$ cat src/rtl/io_monitor_pkg.sv
// Shared types and defaults for the I/O event monitor.
// Holds the run-state enum, the default event record layout and the
// default FIFO pointer width used by io_event_fifo and io_event_monitor.
package io_monitor_pkg;

   // Run state of the monitor; DONE is left only through reset.
   typedef enum logic [1:0] {
      IDLE = 2'd0,
      RUN  = 2'd1,
      DONE = 2'd2
   } state_e;

   // Default configuration of the monitor.
   localparam int unsigned DEF_WIDTH    = 8;
   localparam int unsigned DEF_TS_WIDTH = 32;
   localparam int unsigned DEF_DEPTH    = 16;

   // FIFO pointer width (index bits, without the extra wrap bit).
   localparam int unsigned EV_PTR_W = $clog2(DEF_DEPTH);

   // One recorded event at the default widths: value seen and when.
   typedef struct packed {
      logic [DEF_WIDTH-1:0]    value;
      logic [DEF_TS_WIDTH-1:0] tstamp;
   } event_t;

endpackage

$ cat src/rtl/io_event_fifo.sv
// Synchronous event FIFO, DEPTH entries of DW bits.
// Read/write pointers carry one extra wrap bit to tell full from empty.
// A push while full is accepted only if a pop happens in the same cycle.
module io_event_fifo
   import io_monitor_pkg::*;
#(
   parameter int unsigned DEPTH = DEF_DEPTH,
   parameter int unsigned PTR_W = EV_PTR_W,
   parameter int unsigned DW    = DEF_WIDTH + DEF_TS_WIDTH
) (
   input  logic          clk,
   input  logic          reset,
   input  logic          push_i,
   input  logic [DW-1:0] push_data_i,
   input  logic          pop_i,
   output logic [DW-1:0] head_o,
   output logic          full_o,
   output logic          empty_o
);

   logic [DW-1:0] mem_q [DEPTH];
   logic [PTR_W:0] wr_ptr_q, wr_ptr_d;
   logic [PTR_W:0] rd_ptr_q, rd_ptr_d;
   logic           do_push, do_pop;

   assign empty_o = (wr_ptr_q == rd_ptr_q);
   assign full_o  = (wr_ptr_q[PTR_W] != rd_ptr_q[PTR_W]) &&
                    (wr_ptr_q[PTR_W-1:0] == rd_ptr_q[PTR_W-1:0]);
   assign do_pop  = pop_i && !empty_o;
   assign do_push = push_i && (!full_o || pop_i);
   assign head_o  = mem_q[rd_ptr_q[PTR_W-1:0]];

   // Next pointer values from the accepted push/pop.
   always_comb begin
      // NOTE: every signal written here gets a default first, so no path can infer a latch.
      wr_ptr_d = wr_ptr_q;
      rd_ptr_d = rd_ptr_q;
      if (do_push) wr_ptr_d = wr_ptr_q + (PTR_W+1)'(1);
      if (do_pop)  rd_ptr_d = rd_ptr_q + (PTR_W+1)'(1);
   end

   // Pointer registers with synchronous reset.
   always_ff @(posedge clk) begin
      // NOTE: clocked state uses non-blocking assignments so every register sees pre-edge values.
      if (reset) begin
         wr_ptr_q <= '0;
         rd_ptr_q <= '0;
      end else begin
         wr_ptr_q <= wr_ptr_d;
         rd_ptr_q <= rd_ptr_d;
      end
   end

   // Storage write.
   always_ff @(posedge clk) begin
      // NOTE: the storage array is not reset; the pointers alone decide which entries are valid.
      if (do_push) mem_q[wr_ptr_q[PTR_W-1:0]] <= push_data_i;
   end

endmodule

$ cat src/rtl/io_event_monitor.sv
// Status-bus event monitor with heartbeat and run budget.
// Registers in_data, timestamps every change seen while running into a
// FIFO drained via ev_valid/ev_ready, pulses beat every HEARTBEAT running
// cycles and goes DONE after RUN_BEATS beats (never when RUN_BEATS = 0).
// Optional macro MONITOR_SETTLE_EN: a value must be stable for SETTLE
// consecutive running cycles before it is recorded.
module io_event_monitor
   import io_monitor_pkg::*;
#(
   parameter int unsigned WIDTH     = DEF_WIDTH,
   parameter int unsigned DEPTH     = DEF_DEPTH,
   parameter int unsigned TS_WIDTH  = DEF_TS_WIDTH,
   parameter int unsigned HEARTBEAT = 50000,
   parameter int unsigned RUN_BEATS = 6,
   parameter int unsigned SETTLE    = 4
) (
   input  logic                clk,
   input  logic                reset,
   input  logic                enable,
   input  logic [WIDTH-1:0]    in_data,
   output logic                ev_valid,
   input  logic                ev_ready,
   output logic [WIDTH-1:0]    ev_data,
   output logic [TS_WIDTH-1:0] ev_time,
   output logic                overflow,
   output logic                beat,
   output logic                done
);

   localparam int unsigned CYC_W  = $clog2(HEARTBEAT);
   localparam int unsigned BEAT_W = $clog2(RUN_BEATS + 2);
   localparam logic [CYC_W-1:0]  CYC_LAST  = CYC_W'(HEARTBEAT - 1);
   localparam logic [BEAT_W-1:0] BEAT_LAST = BEAT_W'(RUN_BEATS - 1);

   // Reject configurations the counters cannot represent.
   if (HEARTBEAT < 2 || DEPTH < 2 || (DEPTH & (DEPTH - 1)) != 0 || SETTLE < 1) begin : g_bad_cfg
      $error("io_event_monitor: illegal HEARTBEAT/DEPTH/SETTLE");
   end

   typedef struct packed {
      logic [WIDTH-1:0]    value;
      logic [TS_WIDTH-1:0] tstamp;
   } ev_t;

   state_e              state_q, state_d;
   logic [TS_WIDTH-1:0] ts_q, ts_d;
   logic [CYC_W-1:0]    cyc_q, cyc_d;
   logic [BEAT_W-1:0]   beats_q, beats_d;
   logic                beat_q;
   logic [WIDTH-1:0]    in_q, prev_q, prev_d;
   logic                overflow_q, overflow_d;
   logic                running, wrap, last_beat;
   logic                push_req, pop, fifo_full, fifo_empty;
   logic [TS_WIDTH-1:0] push_ts;
   ev_t                 push_rec, head_rec;

   assign running   = (state_q == RUN);
   assign wrap      = running && (cyc_q == CYC_LAST);
   assign last_beat = (RUN_BEATS != 0) && wrap && (beats_q == BEAT_LAST);

`ifdef MONITOR_SETTLE_EN
   localparam int unsigned SET_W = $clog2(SETTLE + 1);

   logic [WIDTH-1:0]    cand_q, cand_d;
   logic [SET_W-1:0]    cnt_q, cnt_d;
   logic [TS_WIDTH-1:0] cand_ts_q, cand_ts_d;
   logic                same;

   // Track how long the current value has been stable; push once it reaches SETTLE.
   always_comb begin
      same      = (in_q == cand_q);
      cand_d    = cand_q;
      cnt_d     = cnt_q;
      cand_ts_d = cand_ts_q;
      if (running) begin
         if (!same) begin
            cand_d    = in_q;
            cnt_d     = SET_W'(1);
            cand_ts_d = ts_q;
         end else if (cnt_q != SET_W'(SETTLE)) begin
            cnt_d = cnt_q + SET_W'(1);
         end
      end
      push_ts  = same ? cand_ts_q : ts_q;
      push_req = running && (in_q != prev_q) && (cnt_d == SET_W'(SETTLE));
   end

   // Stability-window registers.
   always_ff @(posedge clk) begin
      if (reset) begin
         cand_q    <= '0;
         cnt_q     <= '0;
         cand_ts_q <= '0;
      end else begin
         cand_q    <= cand_d;
         cnt_q     <= cnt_d;
         cand_ts_q <= cand_ts_d;
      end
   end
`else
   assign push_req = running && (in_q != prev_q);
   assign push_ts  = ts_q;
`endif

   assign pop             = ev_valid && ev_ready;
   assign push_rec.value  = in_q;
   assign push_rec.tstamp = push_ts;

   // Run-state transitions; reaching the beat budget beats a simultaneous enable drop.
   always_comb begin
      state_d = state_q;
      unique case (state_q)
         IDLE:    if (enable) state_d = RUN;
         RUN: begin
            if (last_beat)    state_d = DONE;
            else if (!enable) state_d = IDLE;
         end
         DONE:    state_d = DONE;
         default: state_d = IDLE;
      endcase
   end

   // Timestamp, heartbeat, change history and overflow next-state.
   always_comb begin
      ts_d       = ts_q;
      cyc_d      = cyc_q;
      beats_d    = beats_q;
      prev_d     = push_req ? in_q : prev_q;
      overflow_d = overflow_q || (push_req && fifo_full && !pop);
      if (running) begin
         ts_d  = ts_q + TS_WIDTH'(1);
         cyc_d = wrap ? '0 : cyc_q + CYC_W'(1);
         if (wrap) beats_d = beats_q + BEAT_W'(1);
      end
   end

   // Monitor state registers with synchronous reset.
   always_ff @(posedge clk) begin
      if (reset) begin
         state_q    <= IDLE;
         ts_q       <= '0;
         cyc_q      <= '0;
         beats_q    <= '0;
         beat_q     <= 1'b0;
         in_q       <= '0;
         prev_q     <= '0;
         overflow_q <= 1'b0;
      end else begin
         state_q    <= state_d;
         ts_q       <= ts_d;
         cyc_q      <= cyc_d;
         beats_q    <= beats_d;
         beat_q     <= wrap;
         in_q       <= in_data;
         prev_q     <= prev_d;
         overflow_q <= overflow_d;
      end
   end

   io_event_fifo #(
      .DEPTH (DEPTH),
      .PTR_W ($clog2(DEPTH)),
      .DW    ($bits(ev_t))
   ) u_fifo (
      .clk         (clk),
      .reset       (reset),
      .push_i      (push_req),
      .push_data_i (push_rec),
      .pop_i       (pop),
      .head_o      (head_rec),
      .full_o      (fifo_full),
      .empty_o     (fifo_empty)
   );

   // Head fields read as zero while the FIFO is empty.
   assign ev_valid = !fifo_empty;
   assign ev_data  = ev_valid ? head_rec.value  : '0;
   assign ev_time  = ev_valid ? head_rec.tstamp : '0;
   assign overflow = overflow_q;
   assign beat     = beat_q;
   assign done     = (state_q == DONE);

endmodule

$ cat config.mk
export PLATFORM = sky130hd
export DESIGN_NAME = io_event_monitor
export DESIGN_NICKNAME = d
export VERILOG_FILES = /design/src/rtl/io_monitor_pkg.sv /design/src/rtl/io_event_fifo.sv /design/src/rtl/io_event_monitor.sv
export SDC_FILE = /design/constraint.sdc
export NUM_CORES = 1
export LEC_CHECK = 0
export ABC_AREA = 1
export CORE_ASPECT_RATIO = 0.6
export CORE_MARGIN = 3
export CORE_UTILIZATION = 40
export DETAILED_ROUTE_END_ITERATION = 8
export RECOVER_POWER = 100
export SYNTH_ARGS = -nofsm -noshare
export SYNTH_HDL_FRONTEND = slang
export SYNTH_SLANG_ARGS = --single-unit
$ cat constraint.sdc
create_clock -name clk -period 4.11 [get_ports clk]
set_input_delay 0.411 -clock clk [delete_from_list [all_inputs] [get_ports clk]]
set_output_delay 0.411 -clock clk [all_outputs]
set_load 0.005 [all_outputs]
== Word level (Yosys, flattened, before mapping) ==
Memories as Yosys holds them, arrays and structs flattened. A register that Yosys moved wholly into a read port is not among the register bits.
Cells that the tools add are included.

* Memory bits (writable): 640
* Word-level logic and storage cells: 54
* Memories kept: 1
* Output and inout bits: 44
* Input bits: 12
* Flip-flop bits (word level): 81

{| class="wikitable"
|+ Memories
! memory !! depth !! width !! read ports !! clocked after Yosys merged registers in !! write ports !! line !! RTL
|-
| u_fifo.mem_q || 16 || 40 || 1 || 1 || 1 || io_event_fifo.sv:21 || <nowiki>logic [DW-1:0] mem_q [DEPTH];</nowiki>
|}

* Add/sub/neg operators: 5
* Mux-type cells: 11
* Equal/unequal tests: 10
* Reductions and logical operators: 17

{| class="wikitable"
|+ Operators by type and width
! operator !! count
|-
| adder 32 x 1 -> 32 bit, second input constant || 1
|-
| two-way mux 32 bit || 1
|-
| adder 16 x 1 -> 16 bit, second input constant || 1
|-
| == test 16 bit, second input constant || 1
|-
| two-way mux 16 bit || 1
|-
| adder 5 x 1 -> 5 bit, second input constant || 2
|-
| logical AND 1 bit || 9
|-
| two-way mux 4 bit || 2
|-
| two-way mux 8 bit || 1
|-
| inequality test 8 bit || 1
|-
| two-way mux 2 bit || 3
|-
| one-hot mux 2 bit (3 select lines) || 1
|-
| == test 5 bit || 1
|-
| == test 4 bit || 1
|-
| AND reduction 2 bit || 2
|-
| adder 3 x 1 -> 3 bit, second input constant || 1
|-
| == test 3 bit, second input constant || 1
|-
| logical NOT 1 bit || 3
|-
| inequality test 3 x 2 -> 1 bit, second input constant || 1
|-
| == test 2 x 1 -> 1 bit, second input constant || 1
|-
| == test 2 bit, second input constant || 1
|-
| logical NOT 2 bit || 1
|-
| logical OR 1 bit || 2
|-
| two-way mux 1 bit || 2
|-
| 2 further kinds || 2
|}

== Depth between registers and ports, before layout ==
Gate-level depths: netlist of the first run.

* Word-level depth: 7
* Gate-level depth with buffers: 11
* Mapped depth without buffers: 10

== Modules after synthesis ==
A second synthesis of the first run with hierarchy kept.

* Cells, all modules: 2742
* Area, all modules: 30977.2 µm²

{| class="wikitable"
|+ By module, submodules not included
! module !! sequential area each (µm²) !! area each (µm²) !! cells each !! times used
|-
| io_event_fifo || 19498.7 || 27143.5 || 2141 || 1
|-
| io_event_monitor || 1421.4 || 3833.7 || 601 || 1
|}

== Worst setup path before layout of the first run ==
Ideal clock, no wire load.

* Path type: register -> register
* From: register in_q[6]
* To: memory u_fifo.mem_q[3][0] in the netlist's numbering, enable pin
* Arrival time: 3.917 ns
* Cell stages (with the launch flop): 10
* Path slack: -0.294 ns
* Buffers on the path: 1
* Path through: dfxtp_1 -> inv_1 -> nand2_1 -> nand2_1 -> nand2_1 -> nor2_1 -> nand2_1 -> nand3_1 -> buf_4 -> nor3_1

* Longest elaborated chain between the ends: 5

{| class="wikitable"
|+ RTL lines
! what !! line !! RTL
|-
| start: declaration || io_event_monitor.sv:50 || <nowiki>logic [WIDTH-1:0] in_q, prev_q, prev_d;</nowiki>
|-
| start signal: assignment || io_event_monitor.sv:154 || <nowiki>in_q <= in_data;</nowiki>
|-
| inequality test 8 bit || io_event_monitor.sv:101 || <nowiki>assign push_req = running && (in_q != prev_q);</nowiki>
|-
| logical AND 1 bit || io_event_monitor.sv:101 ||
|-
| logical AND 1 bit || io_event_fifo.sv:30 || <nowiki>assign do_push = push_i && (!full_o || pop_i);</nowiki>
|-
| two-way mux 1 bit || io_event_fifo.sv:57 || <nowiki>if (do_push) mem_q[wr_ptr_q[PTR_W-1:0]] <= push_data_i;</nowiki>
|-
| two-way mux 1 bit (not written as such) || io_event_fifo.sv:57 ||
|-
| end: declaration || io_event_fifo.sv:21 ||
|}

No other way between the ends.

== Worst setup path after layout of the first run ==
* From: register u_fifo.wr_ptr_q[2]
* To: output port ev_time[13]

* Longest elaborated chain between the ends: 2

{| class="wikitable"
|+ RTL lines
! what !! line !! RTL
|-
| start: declaration || io_event_fifo.sv:22 || <nowiki>logic [PTR_W:0] wr_ptr_q, wr_ptr_d;</nowiki>
|-
| start signal: assignment || io_event_fifo.sv:49 || <nowiki>wr_ptr_q <= wr_ptr_d;</nowiki>
|-
| == test 5 bit || io_event_fifo.sv:26 || <nowiki>assign empty_o = (wr_ptr_q == rd_ptr_q);</nowiki>
|-
| two-way mux 32 bit || io_event_monitor.sv:178 || <nowiki>assign ev_time = ev_valid ? head_rec.tstamp : '0;</nowiki>
|-
| end: declaration || io_event_monitor.sv:24 || <nowiki>output logic [TS_WIDTH-1:0] ev_time,</nowiki>
|}

No other way between the ends.

==> summary.md, run 1 <==
| Metric | Value |
|---|---|
| Flops & latches, synth | 725 |
| Via count | 19.7k |
| Starting Density | 0.408 |
| Drt drc | 0 |
| Cells after DPL | 3613 |
| Pleak | 12.0 nW |
| WL per Instance | 20.2 um |
| Fin crit period | 3940 ps |
| Tot Pwr | 0.0160 W |
| Post-CTS sizing | 0 |
| WL met3 | 4900 um |
| Layout net count | 2718 |
| Die W | 361 um |
| Grt ovf | 0 |
| Max_cap viols | 1 |
| CTS tree | yes |
| CTS HTree Levels | 3 |
| Sequential fraction of the synthesis area | 0.690 |
| ANT cells | 0 |
| Total Die Area | 0.0792 sq mm |
| Post-Syn Area | 0.0303 sq mm |
| Synth cell types | 34 |
| Layout Utilization | 0.459 |
| Share of cells above drive strength 1 | 0.0614 |
| Final Cycle Share | 0.958 |
| WS Path Type | flop to output pin |
| Power Density | 468 mW/mm^2 |
| Area of the core | 0.0743 sq mm |
| Max-Slew Margin vs Limit | -0.797 |
| Failing checks | capacitance limit, slew limit |
| Setup slack after layout | 174 ps |
| Flop pwr share | 0.507 |
| Top cells by area, synth | edfxtp_1, dfxtp_1, inv_1 |
| Clock Skew | 27.2 ps |
| Peak VDD IR | 0.311 mV |
| Startpoint class of the critical path | flop |
| CTS Buf Count | 69 |
| Place WS | 906 ps |
| Max Used Layer | met4 |
| Die Height | 219 um |
| Clock power frac | 0.385 |
| RSZ-0062 raised after global routing | no |
| Net Count, Synth | 2684 |
| Vias in the first global route | 18.6k |
| Top Ports | 56 |
| FMAX | 254 MHz |
| Final Max Tran Viols | 47 |
| GP Congestion | 0.796 |
| Combinational cell fraction of total power | 0.108 |
| CTS Sinks | 725 |
| Non-filler cells, final | 3740 |
| Final Hold Fails | 0 |
| Synth area leader | edfxtp_1 |
| CP required | 3700 ps |
| Clock transition at path regs | 60 ps |
| Register area | 0.0209 sq mm |
| Setup Viol. Count Final | 0 |
| Row Count | 77 |
| Gr usage total | 0.189 |
| Synth Instances | 2663 |
| Multi-input combinational cell area | 0.00718 sq mm |
| Arrival @ worst endpoint | 3530 ps |
| CP endpoint kind | output pin |
| Sw Ratio | 0.245 |
| # hold bufs at CTS | 0 |
| Initial antenna violation count | 0 |
| Worst Max-Slew Pin Slew | 2700 ps |
| Avg Cell Area, Syn | 11.4 sq um |
| Area share of the largest cell type after synthesis | 0.634 |
| Post-route ant nets | 0 |
| HP Class | input pin to flop |
| Cell internal pwr | 0.0120 W |
| M1 WL | 36200 um |
| Port Buffer Count | 55 |
| Post-CTS Setup Inserts | 0 |
| Maximum number of pins on one net before global-route repair | 85 |
| Drt total wl | 75400 um |
| Via/cell ratio | 5.27 |
| Clock Latency Late Sink | 630 ps |
| Yosys warnings | 0 |
| Fill count | 6608 |
| Root Driver | clkbuf_16 |
| First-pass GRT wire length | 114000 um |
| Drt pass-1 iters | 5 |
| Buffer depth of the longest clock path | 3 |
| Detail Placement HPWL | 40600 um |
| Status | finished with violations |
| Routed wl met2 | 32900 um |
| Iteration-0 DRC Markers | 2002 |
| Area grow syn2layout | 12.5% |
| Maximum fanout along the worst path | 21 |
| P_sw | 0.00391 W |
per-layer routing:
layer  vias to the layer above  track usage
met3                       106       0.0321
met2                       645        0.286
met4                         0       0.0465
li1                       9343            -
met5                         -            0
met1                      9610        0.283
cell usage in the layout, fill, tap and decap left out, types with 6 or more instances in the layout:
cell type and n:
nor2_1 119, buf_12 9, inv_1 391, clkdlybuf4s50_1 47, edfxtp_1 640, a21boi_0 12, clkbuf_1 29, clkinv_1 10
clkbuf_16 69, o211ai_1 160, clkbuf_8 6, ha_1 9, nor3_1 17, buf_4 20, clkbuf_2 8, clkinv_2 8
o21ai_0 174, dfxtp_1 81, buf_6 12, clkinv_8 6, dlygate4sd3_1 7, a21oi_1 196, a21boi_1 28, xor2_1 16
nor2_4 12, nand3_1 281, nand2_1 335, nand4_1 14
Yosys cell counts:
master      n
buf_6      12
nor2_1    126
buf_8       2
inv_1     390
a21boi_1   40
nor3b_1     1
buf_1      14
nand3b_1    5
clkbuf_1   60
nand3_1   281
a21o_1      1
nor3_1     18
buf_4      14
o211ai_1  160
o21a_1      1
nand4_1    14
buf_2      49
xor2_1     16
o22ai_1     1
xnor2_1     5
edfxtp_1  640
inv_2       4
a22oi_1     1
and3_1      1
o21ai_0   174
a21oi_1   196
nand2_2     1
nand2_1   334
ha_1        9
mux2i_1     1
nor3_4      1
a31oi_1     1
dfxtp_1    85
nor2_2      5
per-stage QoR:
stage          setup TNS (ps)  hold WS, ps  instance area [sq um]
2_1_floorplan          -35290          447                  30300
3_3_place_gp                0          444                  32200
3_5_place_dp                0          445                  32200
4_1_cts                     0          264                  34300
5_1_grt                     0          280                  34100
6_report                    0          298                  34100
sequential cells by signal, indices dropped and copies added (netlist names), named ones only:
| signal | cells |
|---|---|
| beat | 1 |
| beats_q | 3 |
| cyc_q | 16 |
| in_q | 8 |
| overflow | 1 |
| prev_q | 8 |
| push_ts | 32 |
| state_q | 2 |
| u_fifo.mem_q | 640 |
| u_fifo.rd_ptr_q | 5 |
| u_fifo.wr_ptr_q | 5 |
worst paths after layout:
check	endpoint	cells past startpoint	start	slack (ps)
setup reg to reg	u_fifo.mem_q[6][14]	13	in_q[6]	330
hold reg to reg	overflow	2	overflow	450
setup / recovery	ev_time[13]	8	u_fifo.wr_ptr_q[2]	170
hold / removal	in_q[2]	3	in_data[2]	300
worst max-delay path, cell delays in order (launching register included):
cell             delay (ps)
dfxtp_1                 510
inv_1                   130
nand2_1                  80
nand2_1                  50
nor2_1                  220
nand3_1                 450
clkbuf_2                590
a21boi_1                330
clkdlybuf4s50_1         510
power by group through the flow:
stage	logic (W)	registers, W	clock network, W
final	0.00173	0.00810	0.00614
after global routing	0.00194	0.00810	0.00659
after CTS	0.00177	0.00810	0.00628
after global placement	0.00174	0.00825	0
after floorplan	0.00125	0.00817	0
after detailed placement	0.00176	0.00826	0
layout make-up:
type | instances | area share
Sequential cell | 725 | 0.614
Timing Repair Buffer | 114 | 0.0325
Multi-Input combinational cell | 1393 | 0.211
Tap cell | 987 | 0.0362
Clock buffer | 99 | 0.0557
Clock inverter | 28 | 0.00745
Inverter | 394 | 0.0434
cell families (layout without fill, tap and decap cells):
group           count (synthesis)  in the layout  synth area share
flops                         725            725             0.690
simple gates                  787            787             0.113
mux                             1              1          0.000330
buf+inv                       545            635            0.0750
fa+ha+maj                       9              9           0.00372
compound gates                575            575             0.112
xor+xnor                       21             21           0.00607
No activity file was read; power rests on OpenSTA's default activity.
==> inputs of run 2 (changes only) <==
ABC_AREA = unset   (was 1)
CORE_UTILIZATION = 50   (was 40)
PLACE_DENSITY = 0.69   (was unset)
==> summary.md, run 2 <==
| Metric | Value |
|---|---|
| Area of the core | 0.0550 sq mm |
| HP Class | input pin to flop |
| Commonest cells after routing, fill and taps aside | edfxtp_1, mux4_2, dfxtp_1 |
| Grt ovf | 0 |
| Hold depth | 2 |
| CP endpoint kind | output pin |
| Port Buffer Count | 55 |
| Gr usage total | 0.205 |
| CP required | 3700 ps |
| Max_cap viols | 1 |
| Post-Syn Area | 0.0282 sq mm |
| Synth Flop Type | edfxtp_1 |
| # hold bufs at CTS | 0 |
| R2R setup slack | 250 ps |
| Maximum number of pins on one net before global-route repair | 51 |
| Peak VDD IR | 0.320 mV |
| Non-filler cells, final | 2267 |
| GP Congestion | 0.736 |
| ANT cells | 0 |
| Fin crit period | 3920 ps |
| Clock Latency Late Sink | 610 ps |
| Most frequent CP cell | mux4_2 |
| Synth Instances | 1357 |
| Slowest-stage cell, CP | buf_4 |
| EDFF count, synth | 640 |
| Maximum fanout along the worst path | 50 |
| Sequential fraction of the synthesis area | 0.742 |
| Worst hold path endpoint | in_q[7] |
| Hold_sp | in_data[7] |
| Clock Skew | 21.0 ps |
| Row Count | 66 |
| Flops & latches, synth | 725 |
| Initial antenna violation count | 0 |
| Synth cell types | 46 |
| Startpoint class of the critical path | flop |
| First-pass GRT wire length | 90200 um |
| Area after DPL | 0.0300 sq mm |
| Layout net count | 1487 |
| Yosys warnings | 0 |
| Final Hold Fails | 0 |
| Design area | 0.0319 sq mm |
| Root Driver | clkbuf_16 |
| Crit-path cells | buf_4 -> mux4_2 -> mux4_2 -> and2_1 -> dlygate4sd3_1 |
| Power Density | 474 mW/mm^2 |
| Post-CTS Setup Inserts | 0 |
| Total Die Area | 0.0594 sq mm |
| Number of buffers and inverters on the critical path | 2 |
| FMAX | 255 MHz |
| Post-route ant nets | 0 |
| Worst Max-Slew Pin Slew | 2350 ps |
| Max reg flops | 640 |
| Failing checks | capacitance limit, slew limit |
| CTS tree | yes |
| Drt total wl | 59500 um |
| Depth of the worst register-to-register path | 8 |
| Max-Slew Margin vs Limit | -0.570 |
| Drt pass-1 iters | 5 |
| Via/cell ratio | 5.96 |
| Final Max Tran Viols | 46 |
| WS Path Type | flop to output pin |
| Share of cells above drive strength 1 | 0.229 |
| Share of synthesized registers carrying an async set or reset | 0 |
| Top Ports | 56 |
| Final Cycle Share | 0.954 |
| Setup TNS | 0 ps |
| WL per Instance | 26.3 um |
| Most common cell after layout, fill and taps aside | edfxtp_1 |
| Avg Cell Area, Syn | 20.8 sq um |
| Drt drc | 0 |
| Starting Density | 0.513 |
| CTS Sinks | 725 |
| Net Count, Synth | 1378 |
| Top post-synthesis cells by count | edfxtp_1, mux4_2, dfxtp_1 |
| Vias in the first global route | 13.9k |
| Reg2reg end | u_fifo.mem_q[14][15] |
| Arrival @ worst endpoint | 3510 ps |
| RSZ-0062 raised after global routing | no |
| Iteration-0 DRC Markers | 1531 |
| Synth area leader | edfxtp_1 |
| Cells after DPL | 2151 |
| Detail Placement HPWL | 32600 um |
| CTS HTree Levels | 2 |
| Post-CTS sizing | 0 |
| Top cells by area, synth | edfxtp_1, mux4_2, dfxtp_1 |
| Setup Viol. Count Final | 0 |
| Buffer depth of the longest clock path | 3 |
| Status | finished with violations |
| Worst flop-to-flop path startpoint | in_q[1] |
| Clock transition at path regs | 60 ps |
| Die W | 313 um |
| Area share of the largest cell type after synthesis | 0.681 |
| Most common cell in the netlist | edfxtp_1 |
| Pleak | 10.1 nW |
| Tot Pwr | 0.0151 W |
| CTS Buf Count | 61 |
| Layout Utilization | 0.581 |
| Die Height | 190 um |
| Area grow syn2layout | 13.3% |
| Worst path max stage delay | 670 ps |
| CP top delay family | buffers and inverters |
| Via count | 13.5k |
-- run 2: cell count changes after synthesis, moves of 40 or more --
cell	previous run	this run
nand2_1	334	21
nor2_1	126	73
and2_1	0	46
a21oi_1	196	10
mux4_2	0	180
o211ai_1	160	1
o21ai_0	174	8
nand3_1	281	16
inv_1	390	13
a21boi_1	40	0
-- run 2: metrics by stage --
step,setup WS (ps),hold WS (ps)
floorplan,1150,460
global placement,908,478
detailed placement,862,492
CTS,207,338
global route,59.7,355
finish,188,370
-- run 2: cells by family after synthesis --
family	synth area share
buf+inv	0.0153
flops	0.742
mux	0.167
fa+ha+maj	0.00399
compound gates	0.00501
xor+xnor	0.0180
simple gates	0.0492
-- run 2: area by class of cell --
class                           instances  area [sq um]
Fill cell                            4044         23100
Tap cell                              748           936
Clock inverter                         14           178
Inverter                               13          48.8
Sequential cell                       725         20900
Multi-Input combinational cell        552          6860
Timing Repair Buffer                  113          1080
Clock buffer                          102          1910
-- run 2: worst max-delay path by stage --
| stage | end | slack, ps | depth (start not counted) |
|---|---|---|---|
| finish | ev_time[4] | 190 | 5 |
| global route | u_fifo.mem_q[14][20] | 60 | 8 |
| CTS | ev_time[8] | 210 | 6 |
| detailed placement | ev_time[8] | 860 | 6 |
| global placement | ev_time[24] | 910 | 6 |
| floorplan | u_fifo.mem_q[13][0] | 1150 | 6 |
-- run 2: metal layers --
metal,part of all wire,up-vias,GRT usage
met5,0,-,0
met4,0.013,0,0.0324
met3,0.075,71,0.0381
met2,0.47,528,0.320
met1,0.45,7163,0.311
li1,-,5739,-
-- run 2: power breakdown --
| part | switching [W] | internal (W) |
|---|---|---|
| logic | 0.000490 | 0.000667 |
| registers | 0.0000676 | 0.00797 |
| clock network | 0.00252 | 0.00340 |
| total | 0.00308 | 0.0120 |
==> inputs of run 3 (changes only) <==
TNS_END_PERCENT = 30   (was unset)
==> results of run 3 <==
The final DEF is identical to that of run 2; final timing and power are the same.
